==> src/rtl/population_dispatcher_if.sv <==
// Bundle of the dispatcher's memory, evaluator and controller signals.
// The master modport is the dispatcher; the slave modport is everything around it.
interface population_dispatcher_if #(
    parameter int DATA_WIDTH      = 4,
    parameter int LATTICE_LENGTH  = 11,
    parameter int SELF_FIT_LENGTH = 10,
    parameter int ADDR_WIDTH      = 6
);
    localparam int INDIVIDUAL_LENGTH = LATTICE_LENGTH * DATA_WIDTH;

    logic                         start_i;
    logic                         pop_rd_en_o;
    logic [ADDR_WIDTH-1:0]        pop_rd_addr_o;
    logic [INDIVIDUAL_LENGTH-1:0] pop_rd_data_i;
    logic                         wr_initial_o;
    logic [INDIVIDUAL_LENGTH-1:0] individual_vec_o;
    logic                         in_valid_o;
    logic                         fit_valid_i;
    logic [SELF_FIT_LENGTH-1:0]   fit_data_i;
    logic                         fit_wr_en_o;
    logic [ADDR_WIDTH-1:0]        fit_wr_addr_o;
    logic [SELF_FIT_LENGTH-1:0]   fit_wr_data_o;
    logic [SELF_FIT_LENGTH-1:0]   best_fit_o;
    logic [ADDR_WIDTH-1:0]        best_idx_o;
    logic                         busy_o;
    logic                         done_o;

    modport master (
        input  start_i, pop_rd_data_i, fit_valid_i, fit_data_i,
        output pop_rd_en_o, pop_rd_addr_o, wr_initial_o, individual_vec_o, in_valid_o,
               fit_wr_en_o, fit_wr_addr_o, fit_wr_data_o, best_fit_o, best_idx_o,
               busy_o, done_o
    );

    modport slave (
        output start_i, pop_rd_data_i, fit_valid_i, fit_data_i,
        input  pop_rd_en_o, pop_rd_addr_o, wr_initial_o, individual_vec_o, in_valid_o,
               fit_wr_en_o, fit_wr_addr_o, fit_wr_data_o, best_fit_o, best_idx_o,
               busy_o, done_o
    );
endinterface

==> src/rtl/population_dispatcher.sv <==
// Runs one fitness-evaluation pass: streams every individual to the evaluator,
// stores returned energies in arrival order and tracks the minimum-energy individual.
module population_dispatcher #(
    parameter int NUM_PARTICLE_TYPE = 3,
    parameter int DATA_WIDTH        = 4,
    parameter int LATTICE_LENGTH    = 11,
    parameter int INDIVIDUAL_LENGTH = LATTICE_LENGTH * DATA_WIDTH,
    parameter int SELF_FIT_LENGTH   = 10,
    parameter int POP_SIZE          = 50,
    parameter int ADDR_WIDTH        = 6
) (
    input  logic                   clk_i,
    input  logic                   rst_n,
    population_dispatcher_if.master bus
);
    // Counters must be able to hold POP_SIZE itself, one past the last address.
    localparam int CNT_WIDTH = $clog2(POP_SIZE + 1);

    if (NUM_PARTICLE_TYPE < 1 || (2 ** ADDR_WIDTH) < POP_SIZE) begin : g_param_check
        $error("population_dispatcher: invalid NUM_PARTICLE_TYPE or ADDR_WIDTH too small");
    end

    typedef enum logic [2:0] {
        S_IDLE,
        S_INIT,
        S_STREAM,
        S_DRAIN,
        S_DONE
    } state_e;

    state_e                       state_q, state_d;
    logic [CNT_WIDTH-1:0]         issue_cnt_q, issue_cnt_d;
    logic [CNT_WIDTH-1:0]         recv_cnt_q, recv_cnt_d;
    logic [SELF_FIT_LENGTH-1:0]   best_fit_q, best_fit_d;
    logic [ADDR_WIDTH-1:0]        best_idx_q, best_idx_d;
    logic                         rd_en_q;
    logic                         in_valid_q;
    logic [INDIVIDUAL_LENGTH-1:0] vec_q;

    logic                         pop_rd_en;
    logic [ADDR_WIDTH-1:0]        pop_rd_addr;
    logic                         wr_initial;
    logic                         accept;

    // NOTE: every variable gets a default before the case so no path leaves one unassigned and infers a latch.
    always_comb begin
        state_d     = state_q;
        issue_cnt_d = issue_cnt_q;
        recv_cnt_d  = recv_cnt_q;
        best_fit_d  = best_fit_q;
        best_idx_d  = best_idx_q;
        pop_rd_en   = 1'b0;
        pop_rd_addr = '0;
        wr_initial  = 1'b0;
        accept      = 1'b0;

        case (state_q)
            S_IDLE: begin
                if (bus.start_i) state_d = S_INIT;
            end
            S_INIT: begin
                wr_initial  = 1'b1;
                issue_cnt_d = '0;
                recv_cnt_d  = '0;
                best_fit_d  = '1;
                best_idx_d  = '0;
                state_d     = S_STREAM;
            end
            S_STREAM: begin
                pop_rd_en   = 1'b1;
                pop_rd_addr = ADDR_WIDTH'(issue_cnt_q);
                issue_cnt_d = issue_cnt_q + 1'b1;
                if (issue_cnt_q == CNT_WIDTH'(POP_SIZE - 1)) state_d = S_DRAIN;
            end
            S_DRAIN: ;
            S_DONE: begin
                state_d = S_IDLE;
            end
            default: state_d = S_IDLE;
        endcase

        // Results are only collected while a pass is in flight and not yet complete.
        if ((state_q == S_STREAM || state_q == S_DRAIN) && bus.fit_valid_i &&
            recv_cnt_q < CNT_WIDTH'(POP_SIZE)) begin
            accept     = 1'b1;
            recv_cnt_d = recv_cnt_q + 1'b1;
            if (bus.fit_data_i < best_fit_q) begin
                best_fit_d = bus.fit_data_i;
                best_idx_d = ADDR_WIDTH'(recv_cnt_q);
            end
        end

        if (state_q == S_DRAIN && recv_cnt_d == CNT_WIDTH'(POP_SIZE)) state_d = S_DONE;
    end

    // NOTE: state is updated with non-blocking assignments so all registers sample the same pre-edge values.
    always_ff @(posedge clk_i or negedge rst_n) begin
        if (!rst_n) begin
            state_q     <= S_IDLE;
            issue_cnt_q <= '0;
            recv_cnt_q  <= '0;
            best_fit_q  <= '1;
            best_idx_q  <= '0;
            rd_en_q     <= 1'b0;
            in_valid_q  <= 1'b0;
            vec_q       <= '0;
        end else begin
            state_q     <= state_d;
            issue_cnt_q <= issue_cnt_d;
            recv_cnt_q  <= recv_cnt_d;
            best_fit_q  <= best_fit_d;
            best_idx_q  <= best_idx_d;
            rd_en_q     <= pop_rd_en;
            in_valid_q  <= rd_en_q;
            if (rd_en_q) vec_q <= bus.pop_rd_data_i;
        end
    end

    assign bus.pop_rd_en_o      = pop_rd_en;
    assign bus.pop_rd_addr_o    = pop_rd_addr;
    assign bus.wr_initial_o     = wr_initial;
    assign bus.individual_vec_o = vec_q;
    assign bus.in_valid_o       = in_valid_q;
    assign bus.fit_wr_en_o      = accept;
    assign bus.fit_wr_addr_o    = ADDR_WIDTH'(recv_cnt_q);
    assign bus.fit_wr_data_o    = bus.fit_data_i;
    assign bus.best_fit_o       = best_fit_q;
    assign bus.best_idx_o       = best_idx_q;
    assign bus.busy_o           = (state_q != S_IDLE);
    assign bus.done_o           = (state_q == S_DONE);
endmodule
==> src/flat_wrapper.sv <==
// flat-port wrapper written by rule: the top's interface ports become plain ports
module population_dispatcher_flat 
#(
    parameter int NUM_PARTICLE_TYPE = 3,
    parameter int DATA_WIDTH        = 4,
    parameter int LATTICE_LENGTH    = 11,
    parameter int INDIVIDUAL_LENGTH = LATTICE_LENGTH * DATA_WIDTH,
    parameter int SELF_FIT_LENGTH   = 10,
    parameter int POP_SIZE          = 50,
    parameter int ADDR_WIDTH        = 6
)
  (clk_i, rst_n, bus_start_i, bus_pop_rd_data_i, bus_fit_valid_i, bus_fit_data_i, bus_pop_rd_en_o, bus_pop_rd_addr_o, bus_wr_initial_o, bus_individual_vec_o, bus_in_valid_o, bus_fit_wr_en_o, bus_fit_wr_addr_o, bus_fit_wr_data_o, bus_best_fit_o, bus_best_idx_o, bus_busy_o, bus_done_o);
  population_dispatcher_if #(.DATA_WIDTH(DATA_WIDTH), .LATTICE_LENGTH(LATTICE_LENGTH), .SELF_FIT_LENGTH(SELF_FIT_LENGTH), .ADDR_WIDTH(ADDR_WIDTH)) bus_i ();
  input  logic clk_i;
  input  logic rst_n;
  input wire logic [$bits(bus_i.start_i)-1:0] bus_start_i;
  input wire logic [$bits(bus_i.pop_rd_data_i)-1:0] bus_pop_rd_data_i;
  input wire logic [$bits(bus_i.fit_valid_i)-1:0] bus_fit_valid_i;
  input wire logic [$bits(bus_i.fit_data_i)-1:0] bus_fit_data_i;
  output wire logic [$bits(bus_i.pop_rd_en_o)-1:0] bus_pop_rd_en_o;
  output wire logic [$bits(bus_i.pop_rd_addr_o)-1:0] bus_pop_rd_addr_o;
  output wire logic [$bits(bus_i.wr_initial_o)-1:0] bus_wr_initial_o;
  output wire logic [$bits(bus_i.individual_vec_o)-1:0] bus_individual_vec_o;
  output wire logic [$bits(bus_i.in_valid_o)-1:0] bus_in_valid_o;
  output wire logic [$bits(bus_i.fit_wr_en_o)-1:0] bus_fit_wr_en_o;
  output wire logic [$bits(bus_i.fit_wr_addr_o)-1:0] bus_fit_wr_addr_o;
  output wire logic [$bits(bus_i.fit_wr_data_o)-1:0] bus_fit_wr_data_o;
  output wire logic [$bits(bus_i.best_fit_o)-1:0] bus_best_fit_o;
  output wire logic [$bits(bus_i.best_idx_o)-1:0] bus_best_idx_o;
  output wire logic [$bits(bus_i.busy_o)-1:0] bus_busy_o;
  output wire logic [$bits(bus_i.done_o)-1:0] bus_done_o;
  assign bus_i.start_i = bus_start_i;
  assign bus_i.pop_rd_data_i = bus_pop_rd_data_i;
  assign bus_i.fit_valid_i = bus_fit_valid_i;
  assign bus_i.fit_data_i = bus_fit_data_i;
  assign bus_pop_rd_en_o = bus_i.pop_rd_en_o;
  assign bus_pop_rd_addr_o = bus_i.pop_rd_addr_o;
  assign bus_wr_initial_o = bus_i.wr_initial_o;
  assign bus_individual_vec_o = bus_i.individual_vec_o;
  assign bus_in_valid_o = bus_i.in_valid_o;
  assign bus_fit_wr_en_o = bus_i.fit_wr_en_o;
  assign bus_fit_wr_addr_o = bus_i.fit_wr_addr_o;
  assign bus_fit_wr_data_o = bus_i.fit_wr_data_o;
  assign bus_best_fit_o = bus_i.best_fit_o;
  assign bus_best_idx_o = bus_i.best_idx_o;
  assign bus_busy_o = bus_i.busy_o;
  assign bus_done_o = bus_i.done_o;
  population_dispatcher #(.NUM_PARTICLE_TYPE(NUM_PARTICLE_TYPE), .DATA_WIDTH(DATA_WIDTH), .LATTICE_LENGTH(LATTICE_LENGTH), .INDIVIDUAL_LENGTH(INDIVIDUAL_LENGTH), .SELF_FIT_LENGTH(SELF_FIT_LENGTH), .POP_SIZE(POP_SIZE), .ADDR_WIDTH(ADDR_WIDTH)) u_core (.clk_i(clk_i), .rst_n(rst_n), .bus(bus_i));
endmodule
==> config.mk <==
export PLATFORM = sky130hd
export DESIGN_NAME = population_dispatcher_flat
export DESIGN_NICKNAME = d
export VERILOG_FILES = /design/src/rtl/population_dispatcher_if.sv /design/src/rtl/population_dispatcher.sv /design/src/flat_wrapper.sv
export SDC_FILE = /design/constraint.sdc
export NUM_CORES = 1
export LEC_CHECK = 0
export ABC_AREA = 1
export CAP_MARGIN = 25
export CELL_PAD_IN_SITES_DETAIL_PLACEMENT = 1
export CELL_PAD_IN_SITES_GLOBAL_PLACEMENT = 1
export CORE_ASPECT_RATIO = 1.25
export CORE_MARGIN = 2
export CORE_UTILIZATION = 35
export CTS_CLUSTER_SIZE = 20
export DETAILED_ROUTE_END_ITERATION = 10
export PLACE_DENSITY = 0.87
export SYNTH_ARGS = -nofsm -noshare
export SYNTH_HDL_FRONTEND = slang
export SYNTH_SLANG_ARGS = --single-unit
==> constraint.sdc <==
create_clock -name clk_i -period 5.4 [get_ports clk_i]
set_input_delay 1.08 -clock clk_i [delete_from_list [all_inputs] [get_ports clk_i]]
set_output_delay 1.08 -clock clk_i [all_outputs]
set_load 0.01 [all_outputs]
==> results.ini <==
[clock_network]
clk_latency_ns=0.34
ctsHoldBuffers=0
cts_root_buf=clkbuf_16
cts_tree=yes
cts_setup_buffers=0
postCtsResizedCells=0
cts_buffers=9
path_clk_slew_ns=0.05
clockBufferDepth=2
cts.htree.levels=3
cts_num_sinks=77

[placed_design]
gp_congestion=0.750
hpwl_um=7850
portBuffers=145
placed_cell_area_mm2=0.00533

[logic_synthesis]
synth_top_area_cell=dfrtp_1
synthSimpleGateAreaFrac_pct=17.4
synth_edf_count=0
synth_area_mm2=0.00387
synth-compound-area-share_pct=5.52
synth_most_common_cell=nand2_1
synth_seq_cells=77
synth_top_area_share_pct=43.3
ys_top_cells_by_area=dfrtp_1, mux2_2, nand2_1, dfstp_2, inv_1
syn_avg_cell_area_um2=9.47
yosysWarnings=0
synth_common_cells=nand2_1, dfrtp_1, inv_1
synth-main-ff-cell=dfrtp_1
yosysSeqAreaShare_pct=50.0
synth_top_family_by_area=simple AND/OR/NAND/NOR gates
synthArstFlopShare_pct=100
synthMuxAreaShare_pct=12.8
synth-xor-area-share_pct=0.678
synth_cell_types=35
synth_adder_area_share_pct=3.87
syn_inst=409
syn_nets=479

[route]
wl_met2_um=5760
ant_nets=0
dr.first_iter.drc_count=71
wire_per_inst_um=16.0
firstDrtPassIters=4
drt_wl_total_um=10900
avgViaCountPerCell=4.77
drcViolationCount=0
drt-met1-wl_um=4450
vias=3246
wl_met3_um=548
maxUsedRoutingLayer=met4

[floorplanning]
start_util_pct=36.3
rows=42
core_area_mm2=0.0107
pin_count=146
die-width_um=98.1
dieHeight_um=122
die_area_mm2=0.0119

[critical_path]
crit_family=buffers and inverters
path_class=primary input to output port
critPathCapture=bus_fit_wr_en_o
r2r-start=u_core.bus.best_fit_o[5]
critical_path_depth=5
max_stage_delay_ns=0.58
r2r_setup_slack_ns=3.17
setup.worst_path.end_class=output port
path_buf_inv=3
crit_path_start=bus_fit_valid_i
reg2reg_depth=10
required_ns=4.32
arrival_ns=2.64
crit_chain=clkdlybuf4s50_1 > nand3_2 > a21oi_2 > buf_4 > clkdlybuf4s50_1
cp_common_cell=clkdlybuf4s50_1
r2r_end=u_core.bus.best_idx_o[2]
crit_slowest_cell=clkdlybuf4s50_1
worst_setup_path_start_kind=primary input
crit_fanout=20

[timing]
min_period_over_period_pct=68.8
finalHoldViolations=0
worst_pin_slew_ns=1.00
maxSlewViolCount=0
fin_crit_ns=3.72
rsz0062_at_grt=no
slew_headroom_pct=33.2
setup_violations=0
clock_skew_ns=0.00753
fin_tns_setup_ns=0
fmax_ghz=0.269

[grt]
grt_max_degree=78
grt_overflow=0
antenna_found_initial=0
grt_pass1_vias=3505
grt_util_all_layers_pct=18.9
grt_pass1_wl_um=17800

[flow_run]
maxCapViolations=0

[power_and_ir_drop]
pwr_density_cell_mw_per_mm2=624
peakVddDrop_mv=0.214
p_leak_nw=2.66

[final_layout]
diodes=0
post_route_cells_drive_above_1_share_pct=17.2
final_area_mm2=0.00569
syn_to_final_growth_pct=46.7
finalNetCount=613

[outcome]
outcome=complete, no violations

[worst_hold_path]
min_path_type=register to register

state kept, by name, summed over array words and instances (netlist names):
signal and flops:
u_core.bus.individual_vec_o 44, u_core.bus.best_fit_o 10, u_core.bus.best_idx_o 6, u_core.bus.fit_wr_addr_o 6, u_core.issue_cnt_q 6, u_core.state_q 3, u_core.bus.in_valid_o 1, u_core.rd_en_q 1
metal layers:
layer	GRT usage, %	up-vias
li1	-	1550
met1	21.9	1586
met2	34.4	101
met3	3.56	9
met4	7.64	0
met5	0	-
final cells by class:
cell class	count	area [um2]
clock buffers	10	229
clock inverters	6	88.8
fillers	1199	4980
inverters	55	208
multi-input cells	252	1560
flip-flops and latches	77	1940
well taps	132	165
repair buffers	148	1500
logic make-up (layout without fill, tap and decap cells):
kind of cell | Yosys count | in the layout
and+or+nand+nor | 157 | 157
buffers and inverters | 80 | 219
DFF | 77 | 77
muxes | 44 | 44
AOI/OAI and AO/OA | 36 | 36
adders and majority gates | 12 | 12
xor gates and xnor gates | 3 | 3
through the flow:
step / utilization, % / hold slack, ns / power, mW / setup WS [ns] / std cells
floorplan: - / 0.352 / 2.08 / 2.69 / 409
global placement: 50.0 / 0.487 / 2.81 / 1.67 / 662
detailed placement: 50.0 / 0.495 / 2.92 / 1.65 / 662
CTS: 52.9 / 0.508 / 3.59 / 1.65 / 678
global route: 53.3 / 0.531 / 3.82 / 1.61 / 680
finish: 53.3 / 0.505 / 3.55 / 1.68 / 680
report_power, final:
group          internal, mW  total, mW  switching, mW
registers             0.886       1.13          0.246
logic                 0.931       1.77          0.839
clock network         0.405      0.644          0.239
how the worst min path moves through the flow:
stage / start / slack [ns] / cells after the start / endpoint
4_1_cts: u_core.bus.individual_vec_o[39] / 0.51 / 1 / u_core.bus.individual_vec_o[39]
3_5_place_dp: u_core.bus.individual_vec_o[7] / 0.50 / 1 / u_core.bus.individual_vec_o[7]
6_report: u_core.bus.individual_vec_o[39] / 0.50 / 1 / u_core.bus.individual_vec_o[39]
5_1_grt: u_core.bus.individual_vec_o[9] / 0.53 / 1 / u_core.bus.individual_vec_o[9]
3_3_place_gp: u_core.bus.individual_vec_o[26] / 0.49 / 1 / u_core.bus.individual_vec_o[26]
2_1_floorplan: u_core.rd_en_q / 0.35 / 0 / u_core.bus.in_valid_o
placed cells by master, fill, tap and decap left out, types with 6 or more instances in the layout:
cell type        instances
nand3_1                  9
dfstp_2                 10
nand2_1                117
o21ai_0                 18
mux2_2                  44
clkbuf_16                9
clkdlybuf4s50_1        144
ha_1                    12
nor2_1                  15
inv_1                   50
a21oi_1                  6
dfrtp_1                 66
worst register-to-register path, stage by stage (launching register included):
cell,delay (ns)
dfstp_2,0.53
inv_1,0.06
ha_1,0.30
a21oi_1,0.14
o21ai_0,0.09
nand2_1,0.06
nand3_1,0.33
buf_6,0.31
o21ai_0,0.19
nand2_1,0.09
nand2_1,0.06
(Power assumes the default switching activity.)
